File: config.mk
export PLATFORM = sky130hd
export DESIGN_NAME = reg_bank_param
export DESIGN_NICKNAME = d
export VERILOG_FILES = /design/src/rtl/reg_bank_param.sv
export SDC_FILE = /design/constraint.sdc
export NUM_CORES = 1
export LEC_CHECK = 0
export CORE_ASPECT_RATIO = 0.8
export CORE_MARGIN = 8
export CORE_UTILIZATION = 62
export CTS_CLUSTER_DIAMETER = 40
export DETAILED_ROUTE_END_ITERATION = 10
export PLACE_DENSITY = 0.8
export SLEW_MARGIN = 20
export SYNTH_ARGS = -nofsm -noshare
export SYNTH_HDL_FRONTEND = slang
export SYNTH_SLANG_ARGS = --single-unit
File: constraint.sdc
create_clock -name clk -period 5.9 [get_ports clk]
set_input_delay 1.18 -clock clk [delete_from_list [all_inputs] [get_ports clk]]
set_output_delay 1.18 -clock clk [all_outputs]
set_load 0.01 [all_outputs]
File: src/rtl/reg_bank_param.sv
// ============================================================================
// reg_bank_param
// ----------------------------------------------------------------------------
// Parametrised register bank sitting between decode (reads, issue) and
// writeback (writes). Beyond plain storage it provides:
//   - an optional hard-wired zero register (ZERO_REG),
//   - a reset-clear sweep that zeroes every register after reset, driven by
//     an INIT/READY state machine,
//   - a per-register busy scoreboard tracking in-flight producers.
//
// Parameters:
//   DATA_W    register width in bits
//   ADDR_W    address width; the bank holds 2**ADDR_W registers
//   ZERO_REG  1: register 0 reads 0, drops writes and is never busy
//
// Ports:
//   clk         clock, all state updates on the rising edge
//   rst_n       synchronous active-low reset
//   rs1_addr    read port 1 address
//   rs2_addr    read port 2 address
//   rs1_data    read port 1 data (combinational)
//   rs2_data    read port 2 data (combinational)
//   rs1_busy    scoreboard bit for rs1_addr
//   rs2_busy    scoreboard bit for rs2_addr
//   rd_we       writeback enable
//   rd_addr     writeback address
//   rd_data     writeback data
//   issue_vld   an instruction targeting issue_addr has been issued
//   issue_addr  destination register of the issued instruction
//   ready       bank initialised and accepting traffic
//
// Configuration macro:
//   REG_BANK_BYPASS_EN  when defined, a writeback to the register being read
//                       in the same cycle is forwarded straight to the read
//                       data. When undefined, reads see the stored value and
//                       the written data appears from the next cycle.
// ============================================================================
module reg_bank_param #(
    parameter int DATA_W   = 32,
    parameter int ADDR_W   = 5,
    parameter bit ZERO_REG = 1'b1
) (
    input  logic              clk,
    input  logic              rst_n,
    input  logic [ADDR_W-1:0] rs1_addr,
    input  logic [ADDR_W-1:0] rs2_addr,
    output logic [DATA_W-1:0] rs1_data,
    output logic [DATA_W-1:0] rs2_data,
    output logic              rs1_busy,
    output logic              rs2_busy,
    input  logic              rd_we,
    input  logic [ADDR_W-1:0] rd_addr,
    input  logic [DATA_W-1:0] rd_data,
    input  logic              issue_vld,
    input  logic [ADDR_W-1:0] issue_addr,
    output logic              ready
);

    localparam int                DEPTH    = 2 ** ADDR_W;
    localparam logic [ADDR_W-1:0] LAST_IDX = ADDR_W'(DEPTH - 1);

    typedef enum logic {
        INIT,
        READY
    } bankState_e;

    bankState_e        state_q;
    logic [ADDR_W-1:0] sweepCnt_q;
    logic              ready_q;
    logic [DATA_W-1:0] regFile_q [DEPTH];
    logic [DEPTH-1:0]  busy_q;
    logic [DEPTH-1:0]  busy_d;
    logic              isReady;

    assign isReady = (state_q == READY);
    assign ready   = ready_q;

    // An address names the hard-wired zero register only when the feature
    // is enabled; every read/write/scoreboard path funnels through here.
    function automatic logic isZeroAddr(input logic [ADDR_W-1:0] addr);
        return ZERO_REG && (addr == '0);
    endfunction

    // Control FSM. INIT walks the sweep counter across every register and
    // hands over to READY on the edge that clears the last one, so ready
    // rises exactly DEPTH edges after reset is released. ready is kept as
    // its own register so it comes straight off a flop.
    always_ff @(posedge clk) begin
        if (!rst_n) begin
            state_q    <= INIT;
            sweepCnt_q <= '0;
            ready_q    <= 1'b0;
        end else begin
            case (state_q)
                INIT: begin
                    sweepCnt_q <= sweepCnt_q + ADDR_W'(1);
                    if (sweepCnt_q == LAST_IDX) begin
                        state_q <= READY;
                        ready_q <= 1'b1;
                    end
                end
                READY: begin
                    state_q <= READY;
                    ready_q <= 1'b1;
                end
                default: begin
                    state_q    <= INIT;
                    sweepCnt_q <= '0;
                    ready_q    <= 1'b0;
                end
            endcase
        end
    end

    // Storage. Reset deliberately leaves contents alone; the INIT sweep is
    // what zeroes them, one register per edge. Writeback is only honoured
    // once READY, and writes to the zero register are dropped.
    always_ff @(posedge clk) begin
        if (rst_n) begin
            if (state_q == INIT) begin
                regFile_q[sweepCnt_q] <= '0;
            end else if (rd_we && !isZeroAddr(rd_addr)) begin
                regFile_q[rd_addr] <= rd_data;
            end
        end
    end

    // Scoreboard next state. The writeback clear is applied before the
    // issue set so that a same-address collision leaves the bit set: the
    // freshly issued instruction is a newer producer than the one retiring.
    always_comb begin
        busy_d = busy_q;
        if (isReady) begin
            if (rd_we) begin
                busy_d[rd_addr] = 1'b0;
            end
            if (issue_vld) begin
                busy_d[issue_addr] = 1'b1;
            end
        end
        if (ZERO_REG) begin
            busy_d[0] = 1'b0;
        end
    end

    // Scoreboard register, cleared by reset so a rerun sweep starts with no
    // outstanding producers.
    always_ff @(posedge clk) begin
        if (!rst_n) begin
            busy_q <= '0;
        end else begin
            busy_q <= busy_d;
        end
    end

    // Read port 1. Nothing is visible until the sweep has finished; the zero
    // register always reads 0. With forwarding built in, a same-cycle
    // writeback to the same register overrides the stored value.
    always_comb begin
        rs1_data = '0;
        if (isReady && !isZeroAddr(rs1_addr)) begin
            rs1_data = regFile_q[rs1_addr];
`ifdef REG_BANK_BYPASS_EN
            if (rd_we && (rd_addr == rs1_addr)) begin
                rs1_data = rd_data;
            end
`else
            rs1_data = regFile_q[rs1_addr];
`endif
        end
    end

    // Read port 2, identical to port 1.
    always_comb begin
        rs2_data = '0;
        if (isReady && !isZeroAddr(rs2_addr)) begin
            rs2_data = regFile_q[rs2_addr];
`ifdef REG_BANK_BYPASS_EN
            if (rd_we && (rd_addr == rs2_addr)) begin
                rs2_data = rd_data;
            end
`else
            rs2_data = regFile_q[rs2_addr];
`endif
        end
    end

    // Busy outputs come from the registered scoreboard only, so a clearing
    // write shows up the cycle after it happens, bypass or not.
    always_comb begin
        rs1_busy = 1'b0;
        rs2_busy = 1'b0;
        if (isReady) begin
            rs1_busy = busy_q[rs1_addr];
            rs2_busy = busy_q[rs2_addr];
        end
    end

endmodule

==> flow_summary.ini, run 1 <==
[status]
run_status = complete, no violations

[clock_tree]
cts_tree = yes
cts_resized = 0
clk_path_buf_depth = 3
clock_latency_ns = 0.72
cts_hold_buf = 0
clkTransAtPathRegs_ns = 0.05
clock_sinks = 1062
root_buffer = clkbuf_16
htree_levels = 3
cts_made_buffers = 119
postCtsSetupRepairBufs = 0

[global_routing]
grt_use_total_pct = 34.4
grt_pass1_wl_um = 222000
first_global_vias = 31400
grt_max_degree = 90
antenna_found_initial = 4
grt_overflow = 0

[timing]
period_needed_ns = 5.81
setup_viol = 0
fin_skew_ns = 0.0554
fin_tns_setup_ns = 0
rsz0062_at_grt = false
max_slew.worst_pin.slew_ns = 1.16
fin_crit_sh_pct = 98.5
finalHoldViolCount = 0
slew_headroom_pct = 22.0
drv_slew = 0
max_freq_ghz = 0.172

[route]
drc = 0
wl_met2_um = 69700
drt_iter0_markers = 5245
wl_met3_um = 22700
vias_per_cell = 7.85
drt_wl_total_um = 154000
highest_layer = met5
drtAntennaViolNets = 0
firstDrtPassIters = 6
wl_met1_um = 53500
post_drt_wl_per_cell_um = 38.8
vias = 31200

[layout]
finish.net_count = 2893
final_util_pct = 72.2
fillers = 4478
area.growth.synth_to_final_pct = 14.9
regArea_sq_um = 31500
multi_input_area_sq_um = 17500
drive_above_1_share_pct = 32.8

[placed_design]
gp_congestion = 0.916
port_buffers = 122
hpwl_um = 92800

[floorplan]
die_w_um = 332
die_y_um = 269
start_util_pct = 62.8
dieArea_sq_um = 89400
boundaryPins = 123
design.core.area_sq_um = 79000
rows = 92

[yosys]
synth_ff_type = edfxtp_1
avgSynthCellArea_sq_um = 18.6
netlist_area_sq_um = 49600
synth-edff-count = 1024
yosys-top-cells-area = edfxtp_1 (62%), mux4_2 (22%), mux2i_1 (2.9%), mux2_2 (1.7%), dfxtp_1 (1.5%)
synth.net_count = 2722
yosysWarnings = 0
synthCells = 2664
async_flop_share_pct = 0
yosysSeqAreaShare_pct = 63.5
synth.largest_area_cell = edfxtp_1
synth_top_area_share_pct = 62.0
ys_ff_latch = 1062
synth_cell_types = 52

[power]
p_per_area_nw_per_um2 = 291
leakage_nw = 17.3
vdd_drop_max_v = 0.000286

[worst_setup_path]
arrival_ns = 4.63
criticalPathCategory = in -> out
crit_required_ns = 4.72
crit_path_end_kind = primary output
cp_max_fo = 24
worstRegToRegCells = 6
cp-start-kind = input pin

[hold_path]
hp-class = reg -> reg
whs_path_depth = 1

[run]
max-cap-violations = 0
state kept, by name, summed over array words and instances (netlist names):
register and count:
ready 1, sweepCnt_q 5, busy_q 31, regFile_q 1024, isReady 1
cells in the mapped netlist, types with 18 or more instances:
cell type  count
edfxtp_1    1024
mux4_2       482
mux2i_1      142
nand2_1      121
o22ai_1       92
clkbuf_1      90
nor2_1        87
buf_2         82
mux2_2        77
a22oi_1       45
dfxtp_1       38
and2_1        37
o21ai_0       35
buf_1         34
a21boi_0      31
a22o_1        25
o31ai_1       25
nor3_1        24
a31oi_1       19
o221ai_1      18
o22a_1        18
worst max-delay path: stages:
cell and delay, ns:
buf_2 0.48, buf_4 0.50, nor2_1 0.15, a211oi_4 0.26, buf_4 0.49, a22oi_1 0.25
a22o_1 0.31, o31ai_1 0.25, clkdlybuf4s50_1 0.71
final timing paths:
| check | from | endpoint | slack (ns) |
|---|---|---|---|
| min reg2reg | ready | ready | 0.46 |
| min | ready | ready | 0.46 |
| max reg2reg | isReady | regFile_q[14][21] | 2.48 |
| max | rs1_addr[3] | rs1_data[6] | 0.09 |
placed cells by master, fill, tap and decap left out, types with 9 or more instances in the layout:
cell type,n
o21ai_0,35
and2_2,22
a21boi_0,31
nand4_1,9
clkbuf_1,21
buf_12,31
clkbuf_16,119
mux2i_1,142
clkinv_4,10
o31ai_1,24
clkdlybuf4s50_1,114
mux4_2,482
and2_1,15
dfxtp_1,38
clkinv_2,17
o22ai_1,92
a21oi_1,16
clkinvlp_4,15
o22a_1,18
nor2b_1,9
edfxtp_1,1024
nor2_1,62
clkinv_1,12
nor3_1,24
a22o_1,25
nor2_4,31
a31oi_1,19
nand2_1,118
o221ai_1,18
nand3_1,15
a22oi_1,45
mux2_2,77
buf_4,104
bufinv_16,13
area by class of cell:
type / instances / share of cell area [%]
clock buffers: 142 / 5.41
diodes: 2 / 0.00878
repair buffers: 259 / 4.69
clock inverters: 83 / 1.64
inverters: 6 / 0.0395
multi-input cells: 1387 / 30.6
well taps: 1034 / 2.27
flip-flops and latches: 1062 / 55.3
through the flow:
| stage | hold WS [ns] | setup WS, ns | instance area [sq um] | power (W) | std cells |
|---|---|---|---|---|---|
| final | 0.458 | 0.0895 | 57000 | 0.0166 | 3975 |
| after global routing | 0.507 | 0.190 | 57000 | 0.0169 | 3973 |
| after CTS | 0.467 | 0.176 | 56900 | 0.0166 | 3972 |
| after detailed placement | 0.449 | 0.239 | 52900 | 0.00920 | 3747 |
| after global placement | 0.443 | 0.193 | 52900 | 0.00918 | 3746 |
| after floorplan | 0.464 | 1.35 | 49600 | 0.00891 | 2664 |
kinds of logic after synthesis:
logic type,after synthesis,synth area share (%)
fa+ha+maj,2,0.0504
mux,702,26.5
buf+inv,215,1.88
xor+xnor,2,0.0353
simple gates,348,3.31
compound gates,333,4.66
flops,1062,63.5
power by group:
part           internal (W)  switching, W  leakage, nW
clock               0.00435       0.00317         1.92
sequential          0.00819     0.0000243         8.83
combinational      0.000367      0.000484         6.56
total                0.0129       0.00368         17.3
routing by layer:
layer / global-route usage (%) / vias to the layer above
met1: 46.6 / 16000
met5: 0 / -
met2: 51.5 / 2969
met4: 16.9 / 2
met3: 10.4 / 507
li1: - / 11700
Note: power is estimated with default switching activity, not from simulation.
==> run 2, diff against run 1 <==
CORE_ASPECT_RATIO = not set   (was 0.8)
==> flow_summary.ini, run 2 (synthesis gave the netlist of run 1 again) <==
[worst_setup_path]
cp-start-kind = input pin
r2r-start = isReady
r2r_setup_slack_ns = 2.48
crit_path_end_kind = primary output
criticalPathCategory = in -> out
crit_buf_inv = 3
worstRegToRegCells = 6
r2r_end = regFile_q[28][3]
crit_family = buffers and inverters
path_cells = buf_8 > buf_4 > mux4_2 > mux2i_1 > nor2_1 > a21oi_1 > nand3_1 > clkdlybuf4s50_1
path_depth = 8
worst_path_largest_cell_delay_ns = 0.60
crit_slowest_cell = clkdlybuf4s50_1
cp_max_fo = 40
crit_required_ns = 4.72
arrival_ns = 4.21

[timing]
drv_slew = 0
slew_headroom_pct = 25.1
finalHoldViolCount = 0
max_slew.worst_pin.slew_ns = 1.12
period_needed_ns = 5.39
fin_skew_ns = 0.0317
fin_crit_sh_pct = 91.3
worst_slack_ns = 0.512
fin_tns_setup_ns = 0
max_freq_ghz = 0.186
rsz0062_at_grt = false
setup_viol = 0

[floorplan]
rows = 103
design.core.area_sq_um = 79100
die_y_um = 299
start_util_pct = 62.7
dieArea_sq_um = 89300
die_w_um = 299
boundaryPins = 123

[hold_path]
hp-class = reg -> reg
hold-path-endpoint = ready
whs_path_depth = 1
worstHoldStart = ready

[clock_tree]
cts_tree = yes
clock_latency_ns = 0.73
cts_hold_buf = 0
root_buffer = clkbuf_16
htree_levels = 4
cts_made_buffers = 136
clkTransAtPathRegs_ns = 0.05
clk_path_buf_depth = 3
clock_sinks = 1062
postCtsSetupRepairBufs = 0
cts_resized = 0

[layout]
finish.net_count = 2911
final_cell_mix = edfxtp_1 (1024), mux4_2 (482), mux2i_1 (142)
area.growth.synth_to_final_pct = 16.0
fillers = 4439
largest_reg_flops = 1024
layout_commonest_cell = edfxtp_1
regMostFlops = regFile_q
drive_above_1_share_pct = 33.3
regArea_sq_um = 31500
top_regs = regFile_q: 1024 flops, busy_q: 31 flops, sweepCnt_q: 5 flops
stdcell_count = 4020
multi_input_area_sq_um = 17400

[power]
total_power_w = 0.0175
vdd_drop_max_v = 0.000286
p_per_area_nw_per_um2 = 305
leakage_nw = 17.6

[placed_design]
gp_congestion = 0.885
dp_cells = 3764
port_buffers = 122
hpwl_um = 93600
pre_cts_slack_ns = 0.671

[route]
vias_per_cell = 7.80
post_drt_wl_per_cell_um = 38.6
firstDrtPassIters = 6
drt_iter0_markers = 4879
drt_wl_total_um = 155000
vias = 31400
drc = 0
drtAntennaViolNets = 0

[run]
max-cap-violations = 0

[global_routing]
grt_use_total_pct = 34.3
first_global_vias = 31700
grt_max_degree = 51
antenna_found_initial = 14
grt_overflow = 0
grt_pass1_wl_um = 221000

[status]
run_status = complete, no violations
==> run 2: per-layer routing <==
metal	track usage, %	up-vias	part of all wire [%]	wire [um]
li1	-	11800	-	-
met5	0	-	0.048	75
met3	12.9	602	16	24200
met4	17.1	8	5.9	9170
met1	42.7	16000	32	50000
met2	52.9	3027	46	71700
==> run 2: report_power, final <==
group / switching (W) / internal, W
clock: 0.00331 / 0.00514
sequential: 0.0000260 / 0.00819
combinational: 0.000499 / 0.000362
total: 0.00383 / 0.0137
==> run 2: layout make-up <==
cell class	count	area share, %
antenna	11	0.0479
clock buffer	150	6.12
clock inverter	94	1.89
inverter	6	0.0392
multi-input combinational	1387	30.3
sequential	1062	54.8
tap	1050	2.28
timing repair buffer	260	4.54
==> run 2: worst reg2reg max path: stages, from the launching register on <==
cell and delay [ns]:
dfxtp_1 0.31, buf_4 0.28, o311a_2 0.54, buf_4 0.49, a31oi_1 0.29, nor2_4 0.80
buf_4 0.41
==> run 2: stage by stage <==
step | utilization [%] | instance area (sq um) | hold slack, ns
after floorplan | - | 49600 | 0.464
after global placement | 66.8 | 52900 | 0.433
after CTS | 72.6 | 57500 | 0.463
after detailed placement | 66.8 | 52900 | 0.451
after global routing | 72.7 | 57500 | 0.473
final | 72.7 | 57500 | 0.455
==> run 2: how the worst max path moves through the flow <==
stage | start | end
6_report | rs1_addr[0] | rs1_data[31]
5_1_grt | rs1_addr[0] | rs1_data[31]
4_1_cts | rs1_addr[0] | rs1_data[14]
3_5_place_dp | rs1_addr[0] | rs1_data[7]
3_3_place_gp | rs1_addr[0] | rs1_data[27]
2_1_floorplan | rd_addr[3] | regFile_q[18][0]
